$ cat src/rtl/mod_arith_pkg.sv
// mod_arith_pkg: declarations shared by the modular arithmetic stages.
//   state_t           - sequencer states (IDLE, RUN, DONE)
//   BITWIDTH_DEFAULT  - default operand/modulus width
//   MAX_W             - widest operand the cond_sub helper supports
//   cond_sub(x, q)    - single conditional subtract: x >= q ? x - q : x.
//                       x is one bit wider than q so that 2*acc and acc + A
//                       can be reduced without losing the carry.
package mod_arith_pkg;

    typedef enum logic [1:0] {
        IDLE,
        RUN,
        DONE
    } state_t;

    localparam int unsigned BITWIDTH_DEFAULT = 16;
    localparam int unsigned MAX_W            = 64;

    function automatic logic [MAX_W-1:0] cond_sub(input logic [MAX_W:0]   x,
                                                  input logic [MAX_W-1:0] q);
        logic [MAX_W:0] qx;
        logic [MAX_W:0] diff;
        qx   = {1'b0, q};
        diff = x - qx;
        return (x >= qx) ? diff[MAX_W-1:0] : x[MAX_W-1:0];
    endfunction

endpackage

$ cat src/rtl/mod_dbl_add_step.sv
// mod_dbl_add_step: one combinational iteration of MSB-first interleaved
// modular multiplication.
//   acc_in  in  W  running accumulator (< q)
//   a       in  W  multiplicand (< q)
//   q       in  W  modulus
//   b_bit   in  1  current multiplier bit
//   acc_out out W  ((2*acc_in mod q) + b_bit*a) mod q
module mod_dbl_add_step
    import mod_arith_pkg::*;
#(
    parameter int unsigned W = BITWIDTH_DEFAULT
) (
    input  logic [W-1:0] acc_in,
    input  logic [W-1:0] a,
    input  logic [W-1:0] q,
    input  logic         b_bit,
    output logic [W-1:0] acc_out
);

    localparam int unsigned XW = MAX_W + 1;

    logic [W:0]   dbl;
    logic [W-1:0] dbl_red;
    logic [W:0]   sum;
    logic [W-1:0] sum_red;

    always_comb begin
        dbl     = {acc_in, 1'b0};
        dbl_red = W'(cond_sub(XW'(dbl), MAX_W'(q)));
        sum     = {1'b0, dbl_red} + {1'b0, a};
        sum_red = W'(cond_sub(XW'(sum), MAX_W'(q)));
        acc_out = b_bit ? sum_red : dbl_red;
    end

endmodule

$ cat src/rtl/mod_mul_seq.sv
// mod_mul_seq: sequential modular multiplier, oData = (iA * iB) mod iQ,
// MSB-first interleaved shift-and-add with conditional subtraction.
// Optional macro MOD_MUL_SEQ_RADIX4_EN: two multiplier bits per RUN cycle
// (BITWIDTH must then be even); results are identical in both modes.
//   iClk    in   1         clock, rising edge
//   iRstN   in   1         asynchronous active-low reset
//   iClr    in   1         synchronous abort to IDLE, clears outputs
//   iValid  in   1         operands valid
//   oReady  out  1         operands accepted (high only in IDLE)
//   iA      in   BITWIDTH  multiplicand (< iQ)
//   iB      in   BITWIDTH  multiplier (< iQ)
//   iQ      in   BITWIDTH  modulus (>= 2)
//   oValid  out  1         oData holds a result (DONE)
//   iReady  in   1         downstream accepts result
//   oData   out  BITWIDTH  product mod Q
module mod_mul_seq
    import mod_arith_pkg::*;
#(
    parameter int unsigned BITWIDTH = BITWIDTH_DEFAULT
) (
    input  logic                iClk,
    input  logic                iRstN,
    input  logic                iClr,
    input  logic                iValid,
    output logic                oReady,
    input  logic [BITWIDTH-1:0] iA,
    input  logic [BITWIDTH-1:0] iB,
    input  logic [BITWIDTH-1:0] iQ,
    output logic                oValid,
    input  logic                iReady,
    output logic [BITWIDTH-1:0] oData
);

    localparam int unsigned CW = (BITWIDTH > 1) ? $clog2(BITWIDTH) : 1;

`ifdef MOD_MUL_SEQ_RADIX4_EN
    localparam int unsigned STEP = 2;
`else
    localparam int unsigned STEP = 1;
`endif

    state_t              state;
    state_t              state_n;
    logic [BITWIDTH-1:0] a_r;
    logic [BITWIDTH-1:0] b_r;
    logic [BITWIDTH-1:0] q_r;
    logic [BITWIDTH-1:0] acc;
    logic [BITWIDTH-1:0] data_r;
    logic [CW-1:0]       cnt;
    logic [BITWIDTH-1:0] step0_out;
    logic [BITWIDTH-1:0] step_out;
    logic                last;

    mod_dbl_add_step #(.W(BITWIDTH)) u_step0 (
        .acc_in  (acc),
        .a       (a_r),
        .q       (q_r),
        .b_bit   (b_r[cnt]),
        .acc_out (step0_out)
    );

`ifdef MOD_MUL_SEQ_RADIX4_EN
    logic [CW-1:0] cnt_m1;
    assign cnt_m1 = cnt - CW'(1);

    // Second iteration consumes the next lower multiplier bit in the same cycle.
    mod_dbl_add_step #(.W(BITWIDTH)) u_step1 (
        .acc_in  (step0_out),
        .a       (a_r),
        .q       (q_r),
        .b_bit   (b_r[cnt_m1]),
        .acc_out (step_out)
    );
    assign last = (cnt == CW'(1));
`else
    assign step_out = step0_out;
    assign last     = (cnt == '0);
`endif

    always_ff @(posedge iClk or negedge iRstN) begin
        if (!iRstN) begin
            state <= IDLE;
        end else begin
            state <= state_n;
        end
    end

    always_comb begin
        state_n = state;
        unique case (state)
            IDLE:    if (iValid) state_n = RUN;
            RUN:     if (last)   state_n = DONE;
            DONE:    if (iReady) state_n = IDLE;
            default:             state_n = IDLE;
        endcase
        if (iClr) begin
            state_n = IDLE;
        end
    end

    always_ff @(posedge iClk or negedge iRstN) begin
        if (!iRstN) begin
            a_r    <= '0;
            b_r    <= '0;
            q_r    <= '0;
            acc    <= '0;
            data_r <= '0;
            cnt    <= '0;
        end else if (iClr) begin
            acc    <= '0;
            data_r <= '0;
        end else begin
            unique case (state)
                IDLE: begin
                    if (iValid) begin
                        a_r <= iA;
                        b_r <= iB;
                        q_r <= iQ;
                        acc <= '0;
                        cnt <= CW'(BITWIDTH - 1);
                    end
                end
                RUN: begin
                    acc <= step_out;
                    cnt <= cnt - CW'(STEP);
                    if (last) begin
                        data_r <= step_out;
                    end
                end
                default: ;
            endcase
        end
    end

    assign oReady = (state == IDLE);
    assign oValid = (state == DONE);
    assign oData  = data_r;

endmodule

$ cat config.mk
export PLATFORM = sky130hd
export DESIGN_NAME = mod_mul_seq
export DESIGN_NICKNAME = d
export VERILOG_FILES = /design/src/rtl/mod_arith_pkg.sv /design/src/rtl/mod_dbl_add_step.sv /design/src/rtl/mod_mul_seq.sv
export SDC_FILE = /design/constraint.sdc
export NUM_CORES = 1
export LEC_CHECK = 0
export CORE_MARGIN = 4
export CORE_UTILIZATION = 55
export DETAILED_ROUTE_END_ITERATION = 8
export PLACE_DENSITY = 0.77
export SYNTH_ARGS = -nofsm -noshare
export SYNTH_HDL_FRONTEND = slang
export SYNTH_SLANG_ARGS = --single-unit
$ cat constraint.sdc
create_clock -name iClk -period 15.4 [get_ports iClk]
set_input_delay 4.62 -clock iClk [delete_from_list [all_inputs] [get_ports iClk]]
set_output_delay 4.62 -clock iClk [all_outputs]
set_load 0.005 [all_outputs]
# Word-level counts from Yosys, hierarchy flattened
# Index checks and enable logic that the tools add are counted.
# word_totals
register_bits,86
inputBits,53
out_inout_bits,18
# classes
add_sub_neg,4
order_cmp,3
eq_ne,6
n_mux,18
bitwise_logic,1
n_reduce_logical,11
# op_table
cell,n
$mux 16,8
$ge 17x16->1,2
$pmux 16 s2,1
$sub 16x16->16,2
$add 16x16->17,1
$reduce_and 3->1,3
$mux 2,4
$pmux 4 s2,1
$ne 3x3->1 const B,2
$pmux 2 s3,1
$reduce_bool 2->1,3
$lt 4x5->1 const B,1
$bmux 1 s4,1
$logic_not 4->1,1
$mux 4,1
$reduce_and 2->1,2
$sub 4x1->4 const B,1
$ne 3x2->1 const B,1
$reduce_bool 3->1,1
$eq 2x1->1 const B,1
$eq 2x2->1 const B,1
$logic_not 2->1,1
$ne 2x2->1 const B,1
$mux 1,1
$not 1->1,1

# Longest topological paths before layout
# logic_depth
word_depth,9
depth_mapped,31

# Hierarchy
# Synthesis repeated with hierarchy kept, for this count alone.
# hier_totals
cells_unflattened,646
area_unflattened_um2,6541.3
# modules_own_cells
module,n_inst,cells_each,area_each_um2,seq_area_each_um2
mod_mul_seq,1,255,3552.2,2152.1
mod_dbl_add_step,1,391,2989.1,0.0

# Worst setup path before layout
# OpenSTA, ideal clock, no wires.
# synth_path
path_type,input-to-reg
from,input port iClr
to,register a_r[12]
arrival_time_ps,5994
slack_ps,9281
path_stages,4
path_buffers,2
path_cell_list,nor4b_1 > clkbuf_1 > buf_1 > mux2_2
# synth_between
elab_chain_len,2
# synth_lines
element,line_no,rtl
"start, declared",mod_mul_seq.sv:23,"input logic iClr,"
$not 1->1 (no source line),n/a,
$reduce_and 3->1 (no source line),n/a,
"end signal, assigned",mod_mul_seq.sv:116,a_r <= iA;
"end, declared",mod_mul_seq.sv:44,logic [BITWIDTH-1:0] a_r;
# No other way between the ends.
# A chain may end at the register's enable or synchronous reset.

# Worst setup path after layout
# layout_path
from,register q_r[8]
to,register data_r[9] (netlist: oData[9])
# layout_between
elab_chain_len,9
elab_cells_between_ends,11
classes_between,add/sub (3); order compare (2); mux (6)
# layout_lines
element,line_no,rtl
"start, declared",mod_mul_seq.sv:46,logic [BITWIDTH-1:0] q_r;
"start signal, assigned",mod_mul_seq.sv:118,q_r <= iQ;
$sub 16x16->16 / $ge 17x16->1 (equally long branches),"mod_arith_pkg.sv:24, mod_arith_pkg.sv:25",
$mux 16,mod_arith_pkg.sv:25,return (x >= qx) ? diff[MAX_W-1:0] : x[MAX_W-1:0];
$add 16x16->17,mod_dbl_add_step.sv:30,"sum = {1'b0, dbl_red} + {1'b0, a};"
$sub 16x16->16 / $ge 17x16->1 (equally long branches),"mod_arith_pkg.sv:24, mod_arith_pkg.sv:25",
$mux 16,mod_arith_pkg.sv:25,
$mux 16 (*),mod_dbl_add_step.sv:32,acc_out = b_bit ? sum_red : dbl_red;
$mux 16 (*),mod_mul_seq.sv:126,if (last) begin
$mux 16 (*),mod_mul_seq.sv:113,unique case (state)
$mux 16 (*),mod_mul_seq.sv:109,end else if (iClr) begin
"end signal, assigned",mod_mul_seq.sv:127,data_r <= step_out;
"end, declared",mod_mul_seq.sv:48,logic [BITWIDTH-1:0] data_r;
# Mark *: on every way between the ends. The rest lies on a longest branch, timed or not. The select of a mux whose other input is x is not followed.

==> reports/metrics.csv <==
stage,metric,value,unit
outcome,status,"finished, final reports clean",
routing,routed len/inst,19.91,um
setup_path,Critical Path Sink Type,register,
synthesis,synth unique cells,72,
place,placed cell count,874,
setup_path,CP max FO,22,
grt,initial antenna violation count,0,
routing,Final ANT Viol Nets,0,
synthesis,top-area cell type share of the netlist area,33.52,%
sta,RSZ-0062 raised after global routing,false,
sta,Worst slew margin,16.00,%
clocking,CTS Buffer Depth,2,
grt,grt total ovfl,0,
floorplan,Chip Height,116.0,um
floorplan,die area,13470,um^2
synthesis,post-synth top area cell,dfrtp_1,
synthesis,Most used DFF post-synth,dfrtp_1,
setup_path,R2R cell count,22,
grt,gr busiest metal,met2,
final_layout,layout net count,847,
synthesis,Area contributors post-synth,"dfrtp_1 (34%), ha_1 (9.5%), mux2_2 (6.5%), o21ai_0 (3.7%), nand2_1 (3.6%)",
floorplan,core area,11420,um^2
synthesis,Synth async-reset ratio,100.0,%
worst_hold_path,WHS Endpoint,oData[1]$_DFFE_PN0P_,
routing,DR pass1 iterations,6,
floorplan,initial core utilization,56.22,%
synthesis,number of flops mapped to enable cells by yosys,0,
sta,max frequency,140.4,MHz
clocking,number of buffers created by CTS,9,
floorplan,die span in x,116.0,um
synthesis,Netlist Area Pre-Place,6420,um^2
worst_hold_path,HP Start,oData[1]$_DFFE_PN0P_,
grt,met3 Usage GRT,4.856,%
worst_hold_path,Min-Delay Path Class,register to register,
job,MaxCap Viol Count,0,
sta,Final min period,7.123,ns
synthesis,syn_area_per_cell,9.441,um^2
clocking,CTS tree,built,
synthesis,yosys warns,0,
setup_path,CP arrival,7.36,ns
sta,final setup TNS,0,ns
floorplan,I/O pin count,71,
final_layout,layout cells sized above 1,12.35,%
place,port bufs,70,
sta,setup violators final,0,
sta,Slew @ Worst Pin,1.255,ns
routing,number of vias per cell,6.288,
grt,GR Layer Usage met1,37.68,%
setup_path,reg2reg start,q_r[8]$_DFFE_PN0P_,
final_layout,Area Overhead vs Synth,17.21,%
synthesis,Mapped Cells,680,
floorplan,row count,39,
routing,Starting DRT DRC Count,409,
sta,max-slew violation count,0,
grt,largest net degree at the start of global routing,78,
grt,met2 global-route usage,42.39,%
place,RePlAce Congestion,0.9741,
grt,total track usage,27.32,%
clocking,CTS Root Buffer Type,clkbuf_16,
synthesis,number of synthesized register bits,86,
setup_path,CP Launch Type,register,
setup_path,reg2reg end,oData[9]$_DFFE_PN0P_,
grt,global-route wire length before repair,28170,um
final_layout,# diodes,0,
synthesis,"Seq/Total Area, Yosys",33.52,%
sta,final worst path period share,46.25,%
setup_path,required time worst endpoint,15.63,ns
final_layout,final std cells w/o fill,888,
routing,DR DRC count,0,
routing,vias,5584,
clocking,PostCTS Resize Cnt,0,
clocking,# hold bufs at CTS,0,
clocking,H-tree depth,3,
sta,hold_ws,0.5025,ns
clocking,Worst-Skew Late Latency,0.35,ns
clocking,post-CTS setup buffers,0,
synthesis,post-synth net total,785,
clocking,clk sinks,86,
clocking,Worst-path clk slew,0.06,ns
sta,final hold vios,0,
routing,Post-Route WL,17680,um
worst_hold_path,WHS Path Cells,2,
place,Final HPWL DP,13680,um
sta,final setup skew,0.01033,ns
setup_path,FF-to-FF setup slack,8.28,ns
grt,vias in the first global route,5524,
setup_path,Crit Path Class,register to register,
## critical path, stage by stage (launching register included)
cell and delay (ns):
dfrtp_1 0.36, inv_1 0.12, ha_1 0.30, a21oi_1 0.32, o21ai_1 0.20, o21ai_1 0.18, a41o_1 0.70, o21ai_0 0.46
ha_1 0.50, o21ai_1 0.12, a211oi_1 0.50, o21ai_0 0.30, o21bai_1 0.22, xor2_1 0.33, ha_1 0.37, and4_1 0.23
and2_4 0.17, a21oi_1 0.13, o211ai_1 0.17, a221o_4 0.51, mux2_4 0.34, mux2_4 0.26, a22o_1 0.20
## Yosys cell counts, types with 6 or more instances
| library cell | n |
|---|---|
| nor2_1 | 48 |
| a21o_1 | 13 |
| o21ai_0 | 47 |
| mux2_4 | 8 |
| a22o_1 | 9 |
| clkbuf_1 | 11 |
| a21oi_1 | 38 |
| xor2_1 | 14 |
| mux2i_1 | 12 |
| o21a_1 | 7 |
| nand2_1 | 62 |
| dfrtp_1 | 86 |
| mux2_2 | 37 |
| inv_1 | 37 |
| a31oi_1 | 6 |
| ha_1 | 49 |
| nor2b_1 | 6 |
| nand2b_1 | 6 |
| nand3_1 | 16 |
| xnor2_1 | 20 |
| a211oi_1 | 10 |
| a22oi_1 | 7 |
| o211ai_1 | 8 |
| and3_1 | 8 |
| nor3_1 | 12 |
| o21ai_1 | 9 |
## how the worst max path moves through the flow
stage / depth (start not counted) / to / start
finish: 22 / oData[9]$_DFFE_PN0P_ / q_r[8]$_DFFE_PN0P_
global route: 23 / oData[11]$_DFFE_PN0P_ / q_r[1]$_DFFE_PN0P_
CTS: 23 / oData[6]$_DFFE_PN0P_ / q_r[1]$_DFFE_PN0P_
detailed placement: 8 / oData[7]$_DFFE_PN0P_ / iClr
global placement: 8 / oData[7]$_DFFE_PN0P_ / iClr
floorplan: 4 / a_r[12]$_DFFE_PN0P_ / iClr
## kinds of logic (layout without fill, tap and decap cells)
logic type                 after synthesis  count (layout)  share of synthesized area [%]
xor gates and xnor gates                34              34                          4.639
DFF                                     86              86                          33.52
muxes                                   63              63                          12.16
adders and majority gates               52              52                          10.49
AOI/OAI and AO/OA                      194             194                          20.72
and+or+nand+nor                        191             191                          14.29
buffers and inverters                   60             125                          4.190
## registers in the layout (all words and copies together) (netlist names)
register	flops
oData	16
a_r	16
q_r	16
b_r	16
acc	16
cnt	4
state	2
## through the flow
stage          cell area [um^2]  setup WS (ns)  utilization, %
2_1_floorplan              6420          9.281               -
3_3_place_gp               7203          8.320           63.08
3_5_place_dp               7203          8.351           63.08
4_1_cts                    7525          8.424           65.90
5_1_grt                    7525          7.951           65.90
6_report                   7525          8.277           65.90
## layout make-up
cell class	instances	area, um^2
Fill cell	947	3894
Clock inverter	3	68.82
Sequential cell	86	2152
Inverter	37	138.9
Multi-Input combinational cell	534	4005
Timing Repair Buffer	74	728.2
Tap cell	143	178.9
Clock buffer	11	252.7
## layer usage
layer | vias up | wire length, um
met1 | 2682 | 7765
met5 | - | 0
met3 | 45 | 1299
met2 | 249 | 8094
met4 | 0 | 517
li1 | 2608 | -
## cells in the final DEF, fill, tap and decap left out, drive strengths merged, types with 4 or more instances in the layout
master,count
clkbuf,11
nor2,49
o211ai,9
xor2,14
or3,5
mux2,46
or2,4
nand3,16
xnor2,20
nor4,4
o221ai,4
dfrtp,86
inv,37
o21a,7
mux4,5
ha,49
a22oi,7
a211oi,11
nand4,4
a221o,6
nand2b,6
nor3,12
nand2,64
mux2i,12
and3,8
a31oi,7
o21ai,57
buf,5
a21oi,42
clkdlybuf4s50,69
a22o,10
nor2b,7
o31ai,5
and2,6
a21o,13
Power is not shown: default switching activity piles up to over one toggle a cycle in this logic, so the estimate is an artifact.
